<file path="src/rtl/edge_delay_meter_pkg.sv">
// Shared types and defaults for the edge delay meter.
// Optional feature macro: INPUT_SYNC_EN (input synchronizers).
package edge_delay_meter_pkg;

    typedef enum logic [1:0] {
        IDLE,
        ARMED,
        COUNT,
        REPORT
    } state_e;

    localparam int DEF_CNT_W   = 16;
    localparam int DEF_TIMEOUT = 1000;

endpackage

</file>
<file path="src/rtl/edge_delay_meter_edge_detect.sv">
// Toggle detector: optional 2-flop synchronizer plus history register.
// Define INPUT_SYNC_EN to insert the synchronizer ahead of the history reg.
module edge_detect
    import edge_delay_meter_pkg::*;
(
    input  logic clock,
    input  logic reset,
    input  logic sig_i,
    output logic edge_o
);

    logic sig_s;
    logic hist_q;
    logic hist_d;

`ifdef INPUT_SYNC_EN
    logic sync1_q;
    logic sync1_d;
    logic sync2_q;
    logic sync2_d;

    // Synchronizer next-state: shift the raw input through two stages
    always_comb begin
        sync1_d = sig_i;
        sync2_d = sync1_q;
    end

    // Synchronizer flops, cleared on reset
    always_ff @(posedge clock or posedge reset) begin
        if (reset) begin
            sync1_q <= 1'b0;
            sync2_q <= 1'b0;
        end else begin
            sync1_q <= sync1_d;
            sync2_q <= sync2_d;
        end
    end

    assign sig_s = sync2_q;
`else
    assign sig_s = sig_i;
`endif

    // History tracks the (possibly synchronized) input every cycle
    always_comb begin
        hist_d = sig_s;
    end

    // History register, cleared on reset
    always_ff @(posedge clock or posedge reset) begin
        if (reset) begin
            hist_q <= 1'b0;
        end else begin
            hist_q <= hist_d;
        end
    end

    assign edge_o = sig_s ^ hist_q;

endmodule

</file>
<file path="src/rtl/edge_delay_meter.sv">
// Measures cycles between a toggle on a and the next toggle on y.
// Build option: INPUT_SYNC_EN adds input synchronizers in edge_detect.
module edge_delay_meter
    import edge_delay_meter_pkg::*;
#(
    parameter int CNT_W   = DEF_CNT_W,
    parameter int TIMEOUT = DEF_TIMEOUT
) (
    input  logic             clock,
    input  logic             reset,
    input  logic             a,
    input  logic             y,
    input  logic             arm,
    output logic             busy,
    output logic             meas_valid,
    input  logic             meas_ready,
    output logic [CNT_W-1:0] meas_cycles,
    output logic             meas_timeout
);

    localparam logic [CNT_W-1:0] TO_VAL = CNT_W'(TIMEOUT);
    localparam logic [CNT_W-1:0] ONE    = CNT_W'(1);

    logic a_edge;
    logic y_edge;

    state_e           state_q;
    state_e           state_d;
    logic [CNT_W-1:0] cnt_q;
    logic [CNT_W-1:0] cnt_d;
    logic [CNT_W-1:0] cyc_q;
    logic [CNT_W-1:0] cyc_d;
    logic             to_q;
    logic             to_d;

    edge_detect u_a_edge (
        .clock  (clock),
        .reset  (reset),
        .sig_i  (a),
        .edge_o (a_edge)
    );

    edge_detect u_y_edge (
        .clock  (clock),
        .reset  (reset),
        .sig_i  (y),
        .edge_o (y_edge)
    );

    // Next-state, counter and result capture; edges matter only in ARMED/COUNT
    always_comb begin
        state_d = state_q;
        cnt_d   = cnt_q;
        cyc_d   = cyc_q;
        to_d    = to_q;
        unique case (state_q)
            IDLE: begin
                if (arm) begin
                    state_d = ARMED;
                end
            end
            ARMED: begin
                if (a_edge && y_edge) begin
                    state_d = REPORT;
                    cyc_d   = '0;
                    to_d    = 1'b0;
                end else if (a_edge) begin
                    state_d = COUNT;
                    cnt_d   = ONE;
                end
            end
            COUNT: begin
                if (y_edge) begin
                    state_d = REPORT;
                    cyc_d   = cnt_q;
                    to_d    = 1'b0;
                end else if (cnt_q == TO_VAL) begin
                    state_d = REPORT;
                    cyc_d   = TO_VAL;
                    to_d    = 1'b1;
                end else begin
                    cnt_d = cnt_q + ONE;
                end
            end
            REPORT: begin
                if (meas_ready) begin
                    state_d = IDLE;
                end
            end
            default: begin
                state_d = IDLE;
            end
        endcase
    end

    // State, counter and result registers
    always_ff @(posedge clock or posedge reset) begin
        if (reset) begin
            state_q <= IDLE;
            cnt_q   <= '0;
            cyc_q   <= '0;
            to_q    <= 1'b0;
        end else begin
            state_q <= state_d;
            cnt_q   <= cnt_d;
            cyc_q   <= cyc_d;
            to_q    <= to_d;
        end
    end

    assign busy         = (state_q != IDLE);
    assign meas_valid   = (state_q == REPORT);
    assign meas_cycles  = cyc_q;
    assign meas_timeout = to_q;

endmodule
</file>
<file path="config.mk">
export PLATFORM = sky130hd
export DESIGN_NAME = edge_delay_meter
export DESIGN_NICKNAME = d
export VERILOG_FILES = /design/src/rtl/edge_delay_meter_pkg.sv /design/src/rtl/edge_delay_meter_edge_detect.sv /design/src/rtl/edge_delay_meter.sv
export SDC_FILE = /design/constraint.sdc
export NUM_CORES = 1
export LEC_CHECK = 0
export ABC_CLOCK_PERIOD_IN_PS = 5550
export CAP_MARGIN = 20
export CORE_MARGIN = 8
export CORE_UTILIZATION = 53
export DETAILED_ROUTE_END_ITERATION = 10
export GPL_ROUTABILITY_DRIVEN = 0
export PLACE_DENSITY = 0.77
export SLEW_MARGIN = 40
export SYNTH_ARGS = -nofsm -noshare
export SYNTH_HDL_FRONTEND = slang
export SYNTH_HIERARCHICAL = 1
export SYNTH_SLANG_ARGS = --single-unit
</file>
<file path="constraint.sdc">
create_clock -name clock -period 5.55 [get_ports clock]
set_input_delay 1.11 -clock clock [delete_from_list [all_inputs] [get_ports clock]]
set_output_delay 1.11 -clock clock [all_outputs]
set_load 0.02 [all_outputs]
</file>
Yosys cells after proc, flatten, opt, wreduce, memory -nomap -nowiden
Index checks and enable logic that the tools add are counted.
{ "op_classes": {"n_addsub": 1, "eq_ne": 13, "muxes": 20, "n_bitwise": 2, "reduce_logical": 7} }
{ "op_table": {"columns": ["operator", "count"], "rows": [
  ["$mux 16", 7],
  ["$pmux 16 s2", 2],
  ["$add 16x1->16 const B", 1],
  ["$eq 16x10->1 const B", 1],
  ["$mux 2", 6],
  ["$ne 2x2->1 const B", 6],
  ["$pmux 2 s4", 1],
  ["$ne 3x3->1 const B", 2],
  ["$reduce_and 5->1", 1],
  ["$eq 2x2->1 const B", 2],
  ["$reduce_and 4->1", 1],
  ["$reduce_bool 2->1", 2],
  ["$mux 1", 3],
  ["$reduce_and 3->1", 1],
  ["$eq 2x1->1 const B", 1],
  ["$logic_not 2->1", 1],
  ["$ne 2x1->1 const B", 1],
  ["$pmux 1 s2", 1],
  ["$xor 1x1->1", 2],
  ["$logic_and 1x1->1", 1]
]} }
{ "word_totals": {"ff_bits": 37, "out_inout_bits": 19} }

Longest topological paths before layout
Gate-level depths: netlist of the first run.
{ "depth": {"word_depth": 4, "ltp_mapped": 8, "ltp_nobuf": 6} }

By module
Netlist of the first run, hierarchy kept.
{ "by_module_without_submodules": {"columns": ["mod", "instances", "cells_each", "area_per_inst_um2", "seq_area_each_um2"], "rows": [
  ["edge_delay_meter", 1, 185, 1965.6, 875.8],
  ["edge_detect", 2, 3, 37.5, 25.0]
]} }

Worst setup path after synthesis of the first run
No wires, ideal clock.
{ "synth_timing": {"path_type": "input -> register", "startpoint": "input port y", "endpoint": "register cyc_q[0] (netlist: meas_cycles[0])", "setup_ns": 0.125, "t_arrival_ns": 2.368, "required_ns": 5.425, "setup_slack_ns": 3.057, "cell_stages": 7, "path_cell_list": "xor2_1 clkbuf_1 nand3_1 nand2_1 a21o_1 buf_6 mux2_4"} }
{ "synth_between": {"elab_chain_cells": 4} }
{ "synth_lines": {"columns": ["item", "line", "rtl"], "rows": [
  ["start, declared", "edge_delay_meter.sv:12", "input logic y,"],
  ["$xor 1x1->1 (*)", "edge_delay_meter_edge_detect.sv:58", "assign edge_o = sig_s ^ hist_q;"],
  ["$logic_and 1x1->1", "edge_delay_meter.sv:63", "if (a_edge && y_edge) begin"],
  ["$ne 2x2->1 (no source line)", null, null],
  ["$reduce_and 3->1 (no source line)", null, null],
  ["end signal, assigned", "edge_delay_meter.sv:106", "cyc_q <= cyc_d;"],
  ["end, declared", "edge_delay_meter.sv:31", "logic [CNT_W-1:0] cyc_q;"]
]} }
Mark *: on every way between the ends. The rest lies on a longest branch, timed or not.
A chain may end at the register's enable or synchronous reset.

Final worst setup path of the first run
{ "layout_timing": {"startpoint": "input port a", "endpoint": "register cyc_q[13] (netlist: meas_cycles[13])"} }
{ "layout_between": {"elab_chain_cells": 4} }
{ "layout_lines": {"columns": ["item", "line", "rtl"], "rows": [
  ["start, declared", "edge_delay_meter.sv:11", "input logic a,"],
  ["$xor 1x1->1", "edge_delay_meter_edge_detect.sv:58", null],
  ["net a_edge", "edge_delay_meter.sv:24", "logic a_edge;"],
  ["$logic_and 1x1->1", "edge_delay_meter.sv:63", null],
  ["$ne 2x2->1 (no source line)", null, null],
  ["$reduce_and 3->1 (no source line)", null, null]
]} }
The timed path passes the listed nets, and every way through them passes these cells.

==> results of run 1 <==
-- through the flow --
step	setup slack [ns]	instances	total power, mW
detailed placement	1.73	257	0.790
finish	2.26	264	1.01
global placement	1.83	257	0.771
global route	2.13	264	1.07
CTS	2.02	264	1.01
floorplan	3.06	191	0.655
-- placed cells by master, fill, tap and decap left out, types with 4 or more instances in the layout --
cell	synthesis	routed
mux2i_1	9	9
a211oi_1	5	5
inv_1	13	13
dfrtp_1	37	37
mux2_4	10	10
a21oi_1	6	6
nand2_1	24	24
nor3_1	4	4
clkdlybuf4s50_1	0	24
nor2_1	6	6
nand4_1	4	4
nand3_1	5	5
xor2_1	4	4
clkbuf_8	0	5
ha_1	7	7
and3_1	12	12
nand2b_1	4	4
-- per-layer routing --
metal  wire length [µm]  GRT usage
met1               1910      0.167
met2               2010      0.238
met3                250     0.0501
met4                 91     0.0870
met5                  0          0
-- cell families (layout without fill, tap and decap cells) --
kind of cell | Yosys count | count (layout) | synth area share
AO/OA/AOI/OAI | 24 | 24 | 0.0938
XOR/XNOR | 7 | 7 | 0.0300
adder cells (fa/ha/maj) | 7 | 7 | 0.0429
buffers and inverters | 21 | 46 | 0.0466
flip-flops | 37 | 37 | 0.454
multiplexers | 21 | 21 | 0.130
AND/OR/NAND/NOR | 74 | 74 | 0.203
-- worst max-delay path: cells and delay by family --
kind | cells | cell delay, ns
buf+inv | 1 | 0.49
simple gates | 1 | 0.48
xor+xnor | 1 | 0.30
compound gates | 1 | 0.53
mux | 2 | 0.55
-- flip-flops by register name (all words and copies together), names as in the netlist --
name             flops
meas_timeout         1
cnt_q               16
u_y_edge/hist_q      1
state_q              2
u_a_edge/hist_q      1
meas_cycles         16
-- final timing paths --
path,to,slack (ns),cells past startpoint,startpoint
max,meas_cycles[13]$_DFFE_PP0P_,2.26,6,a
max reg2reg,meas_cycles[13]$_DFFE_PP0P_,2.55,6,state_q[0]$_DFFE_PP0P_
max in group asynchronous,meas_cycles[2]$_DFFE_PP0P_,3.96,3,reset
min,meas_cycles[15]$_DFFE_PP0P_,0.51,1,meas_cycles[15]$_DFFE_PP0P_
min reg2reg,meas_cycles[15]$_DFFE_PP0P_,0.51,1,meas_cycles[15]$_DFFE_PP0P_
min in group asynchronous,u_y_edge/hist_q$_DFF_PP0_,1.01,2,reset
-- layout make-up --
cell class	count	area share
flip-flops and latches	37	0.383
clock inverters	2	0.0145
well taps	48	0.0249
clock buffers	5	0.0285
repair buffers	26	0.106
multi-input cells	133	0.423
inverters	13	0.0202
-- power groups by stage --
stage	clock, mW	combinational, mW	sequential [mW]
3_5_place_dp	0	0.416	0.373
5_1_grt	0.234	0.461	0.376
3_3_place_gp	0	0.403	0.368
6_report	0.219	0.419	0.368
4_1_cts	0.225	0.419	0.368
2_1_floorplan	0	0.257	0.398
==> summary.md, run 1 <==
| Metric | Value |
|---|---|
| WL/cell | `16.2 µm` |
| Site row count | `22` |
| Layout fillers | `307` |
| Worst hold slack | `0.510 ns` |
| Reg power frac | `0.366` |
| Crit path max fanout | `14` |
| Final wirelength | `~4300 µm` |
| Worst endpoint required time | `5.72 ns` |
| CTS tree | `yes` |
| CTS H-tree lvls | `2` |
| Slowest cell delay on critical path | `0.53 ns` |
| Combinational fraction of design power | `0.417` |
| Post-synth EDFFs | `0` |
| Hold_buf cts | `0` |
| # DRC | `0` |
| Synthesized area | `2040 µm²` |
| Vias | `1508` |
| Initial Utilization | `0.553` |
| Crit-path cells | `clkdlybuf4s50_1 > xor2_1 > mux2i_2 > nor2b_2 > a21o_1 > mux2_4` |
| Post_cts resized | `0` |
| GRT Residual Overflow | `0` |
| Net Sw Frac | `0.372` |
| Largest net degree at the start of global routing | `36` |
| Max-Cap Viols | `0` |
| Syn Area/Cell | `10.7 µm²` |
| Drt via density | `5.71` |
| Io pins | `25` |
| Minimum clock period | `3.29 ns` |
| Area delta synth->final | `18.4%` |
| Chip width | `around 78 µm` |
| Core Area | `between 3000 and 4000 µm²` |
| Area of the multi-input gates | `1020 µm²` |
| Status | `finished clean` |
| N_diodes | `0` |
| WP data arrival | `about 3.5 ns` |
| Setup bufs post-CTS | `0` |
| Initial antenna violation count | `0` |
| 1st-iter DRT viols | `99` |
| Vias in the first global route | `1564` |
| Commonest cells post-synth | `dfrtp_1 (37), nand2_1 (24), inv_1 (13)` |
| Part of the cycle the worst path needs | `0.593` |
| Post-layout instance area | `2420 µm²` |
| Setup TNS | `0 ns` |
| Worst Tran Pin Value | `0.770 ns` |
| Worst Hold Class | `flip-flop to flip-flop` |
| First-pass GRT wire length | `7210 µm` |
| Max-slew violations | `0` |
| Number of synthesis warnings | `6` |
| Register area | `926 µm²` |
| Layout cells sized above 1 | `0.134` |
| I/O Buffers | `24` |
| Final setup viols | `0` |
| P_sw | `0.374 mW` |
| Slew Limit Headroom | `0.487` |
| Post-synth top area cell | `dfrtp_1` |
| Fmax | `between 0.3 and 0.4 GHz` |
| HPWL after DPL | `3090 µm` |
| Int Pwr | `0.632 mW` |
| Synth top area cells | `dfrtp_1 (45%), mux2_4 (7.4%), mux2i_1 (4.4%), nand2_1 (4.4%), ha_1 (4.3%)` |
| Clock share of power | `0.218` |
| Synth top area share | `0.454` |
| All-Layer GR Usage | `0.148` |
| Post-synthesis sequential area ratio | `0.454` |
| Crit path max-delay cell type | `a21o_1` |
| Clock transition at the registers of the reported paths | `0.07 ns` |
| #FFs+latches synth | `37` |
| Synth async-reset ratio | `1.00` |
| Worst Skew | `0.00605 ns` |
| Bufs on Longest Clock Path | `2` |
| CP Launch Type | `input pin` |
| Leakage | `1.14 nW` |
| Clock Latency Late Sink | `0.29 ns` |
| VDD IR max | `approximately 300 µV` |
| CTS Buf Count | `5` |
| Die area | `between 6000 and 7000 µm²` |
| Top FF cell, synth | `dfrtp_1` |
| Fin util | `0.655` |
| Syn_nets | `about 200` |
| Power density over the cells | `between 400 and 500 nW/µm²` |
| Placed Area | `between 2000 and 2500 µm²` |
| RSZ-0062 raised after global routing | `no` |
| # nets final | `229` |
| 1st-pass router iterations | `4` |
| Clk sinks | `37` |
| Synth unique cells | `41` |
| Fin. Hold Viols | `0` |
| Number of routed nets with antenna violations | `0` |
| CP Capture Type | `flip-flop` |
| Root Driver | `clkbuf_8` |
| Crit Path Category | `input pin to flip-flop` |
| Die Height | `78.1 µm` |
| Synth Instances | `191` |
| Most numerous cell in the Yosys netlist | `dfrtp_1` |
(Power assumes the default switching activity.)
==> run 2: changes to the inputs <==
Settings changed: ABC_CLOCK_PERIOD_IN_PS 5550 to 3200.
Clock period 5.55 ns to 3.2 ns, I/O delays scaled along.
==> summary.md, run 2 (synthesized netlist as in run 1, its figures left out) <==
| Metric | Value |
|---|---|
| Worst Skew | `0.00766 ns (was 0.00605 ns)` |
| Slew Limit Headroom | `0.624 (was 0.487)` |
| 1st-iter DRT viols | `51 (was 99)` |
| Worst Tran Pin Value | `0.564 ns (was 0.770 ns)` |
| GRT Residual Overflow | `0 (unchanged)` |
| Buf/Inv on CP | `1 (unchanged)` |
| Most frequent cells in the layout | `dfrtp_1 (37), nand2_1 (24), clkdlybuf4s50_1 (24), inv_1 (13), and3_1 (12) (unchanged)` |
| # nets final | `232 (was 229)` |
| WP data arrival | `2.75 ns (was 3.47 ns)` |
| Power density over the cells | `713 nW/µm² (was 416 nW/µm²)` |
| Initial antenna violation count | `0 (unchanged)` |
| CP Launch Type | `input pin (unchanged)` |
| Crit path max fanout | `10 (was 14)` |
| Final setup viols | `0 (unchanged)` |
| Placed cell count | `260 (was 257)` |
| Setup TNS | `0 ns (unchanged)` |
| Clock Latency Late Sink | `0.29 ns (about the same)` |
| Chip width | `78.1 µm (unchanged)` |
| Worst endpoint required time | `3.38 ns (was 5.72 ns)` |
| Status | `finished clean (unchanged)` |
| 1st-pass router iterations | `4 (unchanged)` |
| Clk sinks | `37 (unchanged)` |
| Slowest cell delay on critical path | `0.52 ns (was 0.53 ns)` |
| Top Family by Delay on Critical Path | `compound AO/OA/AOI/OAI gates (was multiplexers)` |
| Area delta synth->final | `19.3% (was 18.4%)` |
| Io pins | `25 (unchanged)` |
| Core Area | `3690 µm² (unchanged)` |
| All-Layer GR Usage | `0.151 (was 0.148)` |
| Area of the multi-input gates | `1020 µm² (about the same)` |
| Worst Hold Class | `flip-flop to flip-flop (unchanged)` |
| Die area | `6090 µm² (unchanged)` |
| WL/cell | `15.8 µm (was 16.2 µm)` |
| RSZ-0062 raised after global routing | `no (unchanged)` |
| Fin. Hold Viols | `0 (unchanged)` |
| Max-slew violations | `0 (unchanged)` |
| Fmax | `just under 0.4 GHz` |
| Bufs on Longest Clock Path | `2 (unchanged)` |
| Clock transition at the registers of the reported paths | `0.07 ns (about the same)` |
| Drt via density | `5.67 (was 5.71)` |
| I/O Buffers | `24 (unchanged)` |
| Vias | `1519 (was 1508)` |
| Post-layout instance area | `2430 µm² (was 2420 µm²)` |
| Fin cells | `268 (was 264)` |
| CTS tree | `yes (unchanged)` |
| CP Capture Type | `flip-flop (unchanged)` |
| Commonest non-fill, non-tap cell in the layout | `dfrtp_1 (unchanged)` |
| # DRC | `0 (unchanged)` |
| Placed Area | `2330 µm² (was 2310 µm²)` |
| Register area | `926 µm² (unchanged)` |
| Setup bufs post-CTS | `0 (unchanged)` |
| N_diodes | `0 (unchanged)` |
| Number of routed nets with antenna violations | `0 (unchanged)` |
| Initial Utilization | `0.553 (unchanged)` |
| Max-Cap Viols | `0 (unchanged)` |
| Hold_buf cts | `0 (unchanged)` |
| Crit path max-delay cell type | `a21o_1 (unchanged)` |
| CTS H-tree lvls | `2 (unchanged)` |
| Site row count | `22 (unchanged)` |
| Layout fillers | `310 (was 307)` |
| Crit Path Category | `input pin to flip-flop (unchanged)` |
| Layout cells sized above 1 | `0.145 (was 0.134)` |
| Overall Power | `1.73 mW (was 1.01 mW)` |
| Minimum clock period | `2.58 ns` |
| Vias in the first global route | `1574 (was 1564)` |
| First-pass GRT wire length | `7360 µm (was 7210 µm)` |
| Root Driver | `clkbuf_8 (unchanged)` |
| Leakage | `1.16 nW (was 1.14 nW)` |
| Die Height | `78.1 µm (unchanged)` |
| VDD IR max | `513 µV (was 304 µV)` |
| Final wirelength | `4230 µm (was 4270 µm)` |
| HPWL after DPL | `3210 µm (was 3090 µm)` |
| Part of the cycle the worst path needs | `0.806` |
| Largest net degree at the start of global routing | `19 (was 36)` |
| Final setup margin | `0.622 ns (was 2.26 ns)` |
| CTS Buf Count | `5 (unchanged)` |
| Post_cts resized | `0 (unchanged)` |
| Crit-path cells | `clkdlybuf4s50_1 > xor2_1 > nand3_1 > nand2_1 > a21o_1 > mux2_4 (was clkdlybuf4s50_1 > xor2_1 > mux2i_2 > nor2b_2 > a21o_1 > mux2_4)` |
| Worst slack at placement | `0.314 ns (was 1.73 ns)` |
[run 2: changes by cell type in the layout (fill, tap and decap cells not counted)]
| cell | before | now |
|---|---|---|
| buf_4 | 2 | 5 |
| clkbuf_8 | 5 | 7 |
| bufinv_16 | 1 | 0 |
| nor2b_1 | 1 | 2 |
| nor2b_2 | 1 | 0 |
[run 2: path summary, 6_finish.rpt]
path	start	to	slack [ns]	cells after the start
setup / recovery	a	meas_cycles[2]$_DFFE_PP0P_	0.62	6
hold / removal	meas_cycles[3]$_DFFE_PP0P_	meas_cycles[3]$_DFFE_PP0P_	0.51	1
setup reg to reg	state_q[0]$_DFFE_PP0P_	meas_cycles[2]$_DFFE_PP0P_	0.69	6
hold reg to reg	meas_cycles[3]$_DFFE_PP0P_	meas_cycles[3]$_DFFE_PP0P_	0.51	1
max in group asynchronous	reset	cnt_q[8]$_DFFE_PP0P_	1.93	3
min in group asynchronous	reset	u_a_edge/hist_q$_DFF_PP0_	0.53	2
[run 2: worst register-to-register path, stage by stage (launching register included)]
cell     delay [ns]
dfrtp_1        0.41
inv_1          0.16
ha_1           0.53
mux2i_2        0.24
nor2b_1        0.23
a21o_1         0.47
mux2_4         0.35
[run 2: area by class of cell]
type	count	share of cell area
Clock buffer	7	0.0396
Clock inverter	1	0.00206
Inverter	13	0.0201
Multi-Input combinational cell	133	0.419
Sequential cell	37	0.380
Tap cell	48	0.0247
Timing Repair Buffer	29	0.114
[run 2: where the power goes]
group | switching [mW] | leakage [nW] | internal, mW
sequential | 0.0810 | 0.490 | 0.557
clock | 0.158 | 0.0542 | 0.194
combinational | 0.419 | 0.611 | 0.325
[run 2: through the flow]
stage | utilization | hold slack (ns)
2_1_floorplan | - | 0.369
3_3_place_gp | 0.632 | 0.489
3_5_place_dp | 0.632 | 0.497
4_1_cts | 0.660 | 0.518
5_1_grt | 0.660 | 0.527
6_report | 0.660 | 0.509
[run 2: routing by layer]
metal  GRT usage  routed length, µm
met5           0                  0
met4      0.0611                 69
met3      0.0547                261
met2       0.247               2050
met1       0.176               1850
==> RTL edit 1, RTL diff (flow settings as in run 2) <==
Build with the macro `INPUT_SYNC_EN` defined.
--- a/src/rtl/edge_delay_meter_edge_detect.sv
+++ b/src/rtl/edge_delay_meter_edge_detect.sv
@@ -1,5 +1,7 @@
 // Toggle detector: optional 2-flop synchronizer plus history register.
 // Define INPUT_SYNC_EN to insert the synchronizer ahead of the history reg.
+`define INPUT_SYNC_EN
+
 module edge_detect
     import edge_delay_meter_pkg::*;
 (
Behaviour: not the same (a bounded check fails within 4 cycles, from zero or initial values and one cycle with reset high).
==> RTL edit 1 against run 2 <==
Design area rose by 2.8%. Clock skew is 2.6 ps higher. Worst setup slack worse by 82 ps. Hold slack got worse by 150 ps. Power increased by 0.21%. Area after synthesis increased by 4.9%. Sequential cell count increased by 4. Global-route usage shrank 1.0 points. Routed wire length rose by 0.40%. Largest power group unchanged. Highest routed layer unchanged.
==> RTL edit 1: results (changes against run 2) <==
\begin{tabular}{lr}
\hline
Metric & Value \\
\hline
\multicolumn{2}{l}{\textbf{Status}} \\
\quad Outcome & completed \\
\multicolumn{2}{l}{\textbf{Global routing}} \\
\quad Vias in the first global route & 1522 (-3.3\%) \\
\quad Wire length of the first global-routing pass & 7.079 mm (-3.8\%) \\
\quad Pin count of the biggest net entering global routing & 36 (+17) \\
\multicolumn{2}{l}{\textbf{Timing}} \\
\quad Transition at the pin with the smallest max-transition slack & 772.7 ps (+208.2 ps) \\
\quad Clock Skews & 10.28 ps (+2.621 ps) \\
\multicolumn{2}{l}{\textbf{Critical path}} \\
\quad CP arrival & 2830 ps (+80 ps) \\
\quad Reg2reg end & meas\_cycles[10]\$\_DFFE\_PP0P\_ \\
\quad Setup slack of the most critical reg-to-reg path & 540 ps (-150 ps) \\
\quad Top fanout value on the critical path & 23 (+13) \\
\multicolumn{2}{l}{\textbf{Logic synthesis}} \\
\quad Gate count after technology mapping & 195 (+2.1\%) \\
\quad Sequential fraction of the synthesis area & 0.4793 (+0.02554) \\
\quad Net count of the mapped netlist & 208 (+2.0\%) \\
\quad Cell types occupying the most area after synthesis & dfrtp\_1 (48\%), mux2\_4 (7.0\%), mux2i\_1 (4.2\%) \\
\quad Most frequent cells after synthesis & dfrtp\_1 (41), nand2\_1 (24), inv\_1 (13) \\
\multicolumn{2}{l}{\textbf{Finish}} \\
\quad Fin nets & 234 (+0.86\%) \\
\quad Fill cells & 331 (+6.8\%) \\
\quad Non-filler instance count after layout & 272 (+1.5\%) \\
\quad Share of cells above drive strength 1 & 0.1306 (-0.01482) \\
\multicolumn{2}{l}{\textbf{Detailed routing}} \\
\quad Detail-routed via count per cell & 5.551 (-2.1\%) \\
\quad Initial drt markers & 103 (+100\%) \\
\multicolumn{2}{l}{\textbf{Placement}} \\
\quad Placed instance area & 2420 µm² (+3.8\%) \\
\quad Post-DP HPWL & 3.160 mm (-1.6\%) \\
\quad Placed Instances & 264 (+1.5\%) \\
\multicolumn{2}{l}{\textbf{Worst hold path}} \\
\quad Hold wc startpoint & u\_y\_edge/sync1\_q\$\_DFF\_PP0\_ \\
\quad Hold Path Cell Cnt & 0 (-1) \\
\hline
\end{tabular}
-- RTL edit 1: changes by cell type after synthesis, sizes merged --
cell / run 2 / this run
dfrtp: 37 / 41
-- RTL edit 1: cell families after synthesis --
kind of cell             count (synthesis)  share of synthesized area
AO/OA/AOI/OAI                           24                    0.08943
XOR/XNOR                                 7                    0.02864
flip-flops                              41                     0.4793
buffers and inverters                   21                    0.04442
multiplexers                            21                     0.1239
AND/OR/NAND/NOR                         74                     0.1935
adder cells (fa/ha/maj)                  7                    0.04091
-- RTL edit 1: stage by stage --
step                hold slack [ps]  power (W)  worst slack (ps)
floorplan                     331.2   0.001196              1253
global placement              336.2   0.001408             675.7
detailed placement            338.8   0.001432             557.8
CTS                           358.2   0.001757             557.5
global route                  361.5   0.001852             344.8
finish                        355.8   0.001738             539.5
-- RTL edit 1: cell type report --
type,count,share of cell area
tap,50,0.02500
inverter,13,0.01950
timing repair buffer,27,0.1050
clock buffer,6,0.02900
sequential,41,0.4100
clock inverter,2,0.004000
multi-input combinational,133,0.4075
-- RTL edit 1: critical path: stages (launching register included) --
cell,delay [ps]
dfrtp_1,400
inv_1,140
ha_1,680
mux2i_2,270
nor2b_1,220
a21o_1,470
mux2_4,350
-- RTL edit 1: how the worst max path moves through the flow --
stage	start	slack [ps]	cells after the start	endpoint
CTS	state_q[0]$_DFFE_PP0P_	560	6	meas_cycles[10]$_DFFE_PP0P_
finish	state_q[0]$_DFFE_PP0P_	540	6	meas_cycles[10]$_DFFE_PP0P_
floorplan	state_q[1]$_DFFE_PP0P_	1250	7	meas_cycles[0]$_DFFE_PP0P_
global route	state_q[0]$_DFFE_PP0P_	340	6	meas_cycles[0]$_DFFE_PP0P_
global placement	state_q[0]$_DFFE_PP0P_	680	6	meas_cycles[10]$_DFFE_PP0P_
detailed placement	state_q[0]$_DFFE_PP0P_	560	6	meas_cycles[10]$_DFFE_PP0P_
-- RTL edit 1: power by group --
| part | switching [W] | leakage, nW | internal, W |
|---|---|---|---|
| clock | 0.000170 | 0.0450 | 0.000151 |
| combinational | 0.000404 | 0.601 | 0.000318 |
| sequential | 0.0000842 | 0.536 | 0.000610 |
| total | 0.000658 | 1.18 | 0.00108 |
-- RTL edit 1: per-layer routing --
| layer | up-vias | track usage | routed length (µm) |
|---|---|---|---|
| met3 | 4 | 0.03041 | 149 |
| met5 | - | 0 | 0 |
| li1 | 741 | - | - |
| met1 | 745 | 0.1782 | 1960 |
| met2 | 20 | 0.2298 | 2089 |
| met4 | 0 | 0.05000 | 49 |
==> RTL edit 2, RTL diff (settings of run 2) <==
Without the edit above. Encoding of `state_e`: now Gray code (2 bits for 4 states).
--- a/src/rtl/edge_delay_meter_pkg.sv
+++ b/src/rtl/edge_delay_meter_pkg.sv
@@ -3,10 +3,10 @@
 package edge_delay_meter_pkg;
 
     typedef enum logic [1:0] {
-        IDLE,
-        ARMED,
-        COUNT,
-        REPORT
+        IDLE   = 2'b00,
+        ARMED  = 2'b01,
+        COUNT  = 2'b11,
+        REPORT = 2'b10
     } state_e;
 
     localparam int DEF_CNT_W   = 16;
Behaviour: same outputs for any inputs over 10 cycles, from zero or initial values and one cycle with reset high; not proved beyond that.
==> RTL edit 2 against run 2 <==
Worst setup slack improved by 75 ps. Critical endpoint is now cnt_q[4]$_DFFE_PP0P_. Sequential cell count did not move. Sequential share of layout area rose by 2.3 points. Non-clock buffer count fell by 1. Area after synthesis fell by 4.3%. Clock power fell by 15%. Combinational power rose by 14%. Power rose by 14%. Design area fell by 5.8%. First-iteration DRC count rose to 4.0 times the old value. Clock skew fell by 1.9 ps. Routed wire length rose by 14%. Highest routed layer unchanged.
==> RTL edit 2: results (changes against run 2) <==
\begin{tabular}{lr}
\hline
Metric & Value \\
\hline
\multicolumn{2}{l}{\textbf{Status}} \\
\quad Outcome & completed \\
\multicolumn{2}{l}{\textbf{Finish}} \\
\quad Fin nets & 219 (-5.6\%) \\
\quad Fill cells & 289 (-6.8\%) \\
\quad Share of cells above drive strength 1 & 0.1143 (-0.03117) \\
\multicolumn{2}{l}{\textbf{Logic synthesis}} \\
\quad Most frequent cells after synthesis & dfrtp\_1 (37), inv\_1 (14), a22o\_1 (11) \\
\quad Count of distinct cell types in the synthesized netlist & 49 (+20\%) \\
\quad Net count of the mapped netlist & 195 (-4.4\%) \\
\quad Cell types occupying the most area after synthesis & dfrtp\_1 (47\%), a22o\_1 (4.9\%), nand4\_1 (2.9\%) \\
\quad Cell accounting for the most synthesized area & dfrtp\_1 \\
\quad Count of warnings emitted by yosys & 6 (unchanged) \\
\quad Sequential fraction of the synthesis area & 0.4741 (+0.02035) \\
\multicolumn{2}{l}{\textbf{Detailed routing}} \\
\quad DR DRC count & 0 (unchanged) \\
\quad Detail-routed via count per cell & 6.446 (+14\%) \\
\quad Routed WL per cell & 18.66 µm (+18\%) \\
\quad Number of iterations in the first detailed-routing pass & 4 (unchanged) \\
\quad Initial drt markers & 204 (+300\%) \\
\multicolumn{2}{l}{\textbf{Clock tree}} \\
\quad CTS Root Cell & clkbuf\_8 \\
\quad Post-CTS Repair Setup Buffers & 0 (unchanged) \\
\quad Clk\_lat worst skew & 290 ps (about the same) \\
\quad Number of instances resized during post-cts repair & 0 (unchanged) \\
\quad Reg clk slew, reported paths & 70 ps (about the same) \\
\multicolumn{2}{l}{\textbf{Critical path}} \\
\quad CP arrival & 2700 ps (-50 ps) \\
\quad Top fanout value on the critical path & 9 (-1) \\
\multicolumn{2}{l}{\textbf{Timing}} \\
\quad Worst slew margin relative to its limit & 0.5215 (-0.1022) \\
\quad Clock Skews & 5.732 ps (-1.928 ps) \\
\multicolumn{2}{l}{\textbf{Placement}} \\
\quad Post-DP HPWL & 3.437 mm (+7.0\%) \\
\quad Port-buffer cells & 24 (unchanged) \\
\multicolumn{2}{l}{\textbf{Global routing}} \\
\quad Wire length of the first global-routing pass & 8.424 mm (+14\%) \\
\quad Pin count of the biggest net entering global routing & 36 (+17) \\
\quad Vias in the first global route & 1736 (+10\%) \\
\quad Initial antenna violation count & 0 (unchanged) \\
\quad Global-route total usage across every layer & 0.1743 (+0.02328) \\
\multicolumn{2}{l}{\textbf{Pwr}} \\
\quad Static leakage & 0.9615 nW (-17\%) \\
\quad Peak supply drop & 0.4961 mV (-3.2\%) \\
\multicolumn{2}{l}{\textbf{Worst hold path}} \\
\quad Hold Crit Class & reg -> reg \\
\hline
\end{tabular}
-- RTL edit 2: cell types whose count changed after synthesis, moves of 6 or more --
cell and delta:
o22a_1 +6, nand2_1 -14, or4_1 +6, and3_1 -9, mux2_4 -10, a22o_1 +8
mux2i_1 -9
-- RTL edit 2: path summary, 6_finish.rpt --
path,start,to,slack (ps),cells past startpoint
setup reg to reg,cnt_q[10]$_DFFE_PP0P_,cnt_q[4]$_DFFE_PP0P_,700,5
max in group asynchronous,reset,cnt_q[3]$_DFFE_PP0P_,2070,3
hold reg to reg,meas_cycles[0]$_DFFE_PP0P_,meas_cycles[0]$_DFFE_PP0P_,510,1
setup / recovery,cnt_q[10]$_DFFE_PP0P_,cnt_q[4]$_DFFE_PP0P_,700,5
min in group asynchronous,reset,u_a_edge/hist_q$_DFF_PP0_,550,2
hold / removal,meas_cycles[0]$_DFFE_PP0P_,meas_cycles[0]$_DFFE_PP0P_,510,1
-- RTL edit 2: area by class of cell --
| cell class | instances | share of cell area |
|---|---|---|
| clock buffers | 5 | 0.03002 |
| clock inverters | 1 | 0.002183 |
| inverters | 14 | 0.02293 |
| multi-input cells | 125 | 0.3968 |
| flip-flops and latches | 37 | 0.4039 |
| well taps | 48 | 0.02620 |
| repair buffers | 28 | 0.1179 |
-- RTL edit 2: critical path, cell delays in order, from the launching register on --
cell      delay, ps
dfrtp_1         470
or4b_4          590
nor4_4          550
buf_4           280
o21ai_0         260
o221ai_1        270
-- RTL edit 2: power breakdown --
| part | switching (W) | internal (W) | total [W] |
|---|---|---|---|
| Combinational | 0.000448 | 0.000401 | 0.000849 |
| Clock | 0.000155 | 0.000143 | 0.000298 |
| Sequential | 0.000202 | 0.000632 | 0.000833 |
| Total | 0.000805 | 0.00118 | 0.00198 |
-- RTL edit 2: metal layers --
| layer | vias to the layer above | global-route usage | part of all wire |
|---|---|---|---|
| met5 | - | 0 | 0 |
| met4 | 0 | 0.08846 | 0.024 |
| met3 | 14 | 0.05594 | 0.075 |
| met2 | 65 | 0.2736 | 0.50 |
| met1 | 824 | 0.2089 | 0.40 |
| li1 | 760 | - | - |
-- RTL edit 2: through the flow --
step | instances | setup WS [ps] | instance area, µm²
after floorplan | 187 | 1020 | 1953
after global placement | 252 | 637.6 | 2218
after detailed placement | 252 | 586.0 | 2218
after CTS | 258 | 710.0 | 2292
after global routing | 258 | 572.3 | 2292
final | 258 | 696.4 | 2292
-- RTL edit 2: cells by family (layout without fill, tap and decap cells) --
family / Yosys count / after routing / synth area share
flip-flops: 37 / 37 / 0.4741
AO/OA/AOI/OAI: 58 / 58 / 0.2415
XOR/XNOR: 2 / 2 / 0.008970
AND/OR/NAND/NOR: 63 / 63 / 0.2024
buffers and inverters: 25 / 48 / 0.06021
adder cells (fa/ha/maj): 2 / 2 / 0.01281
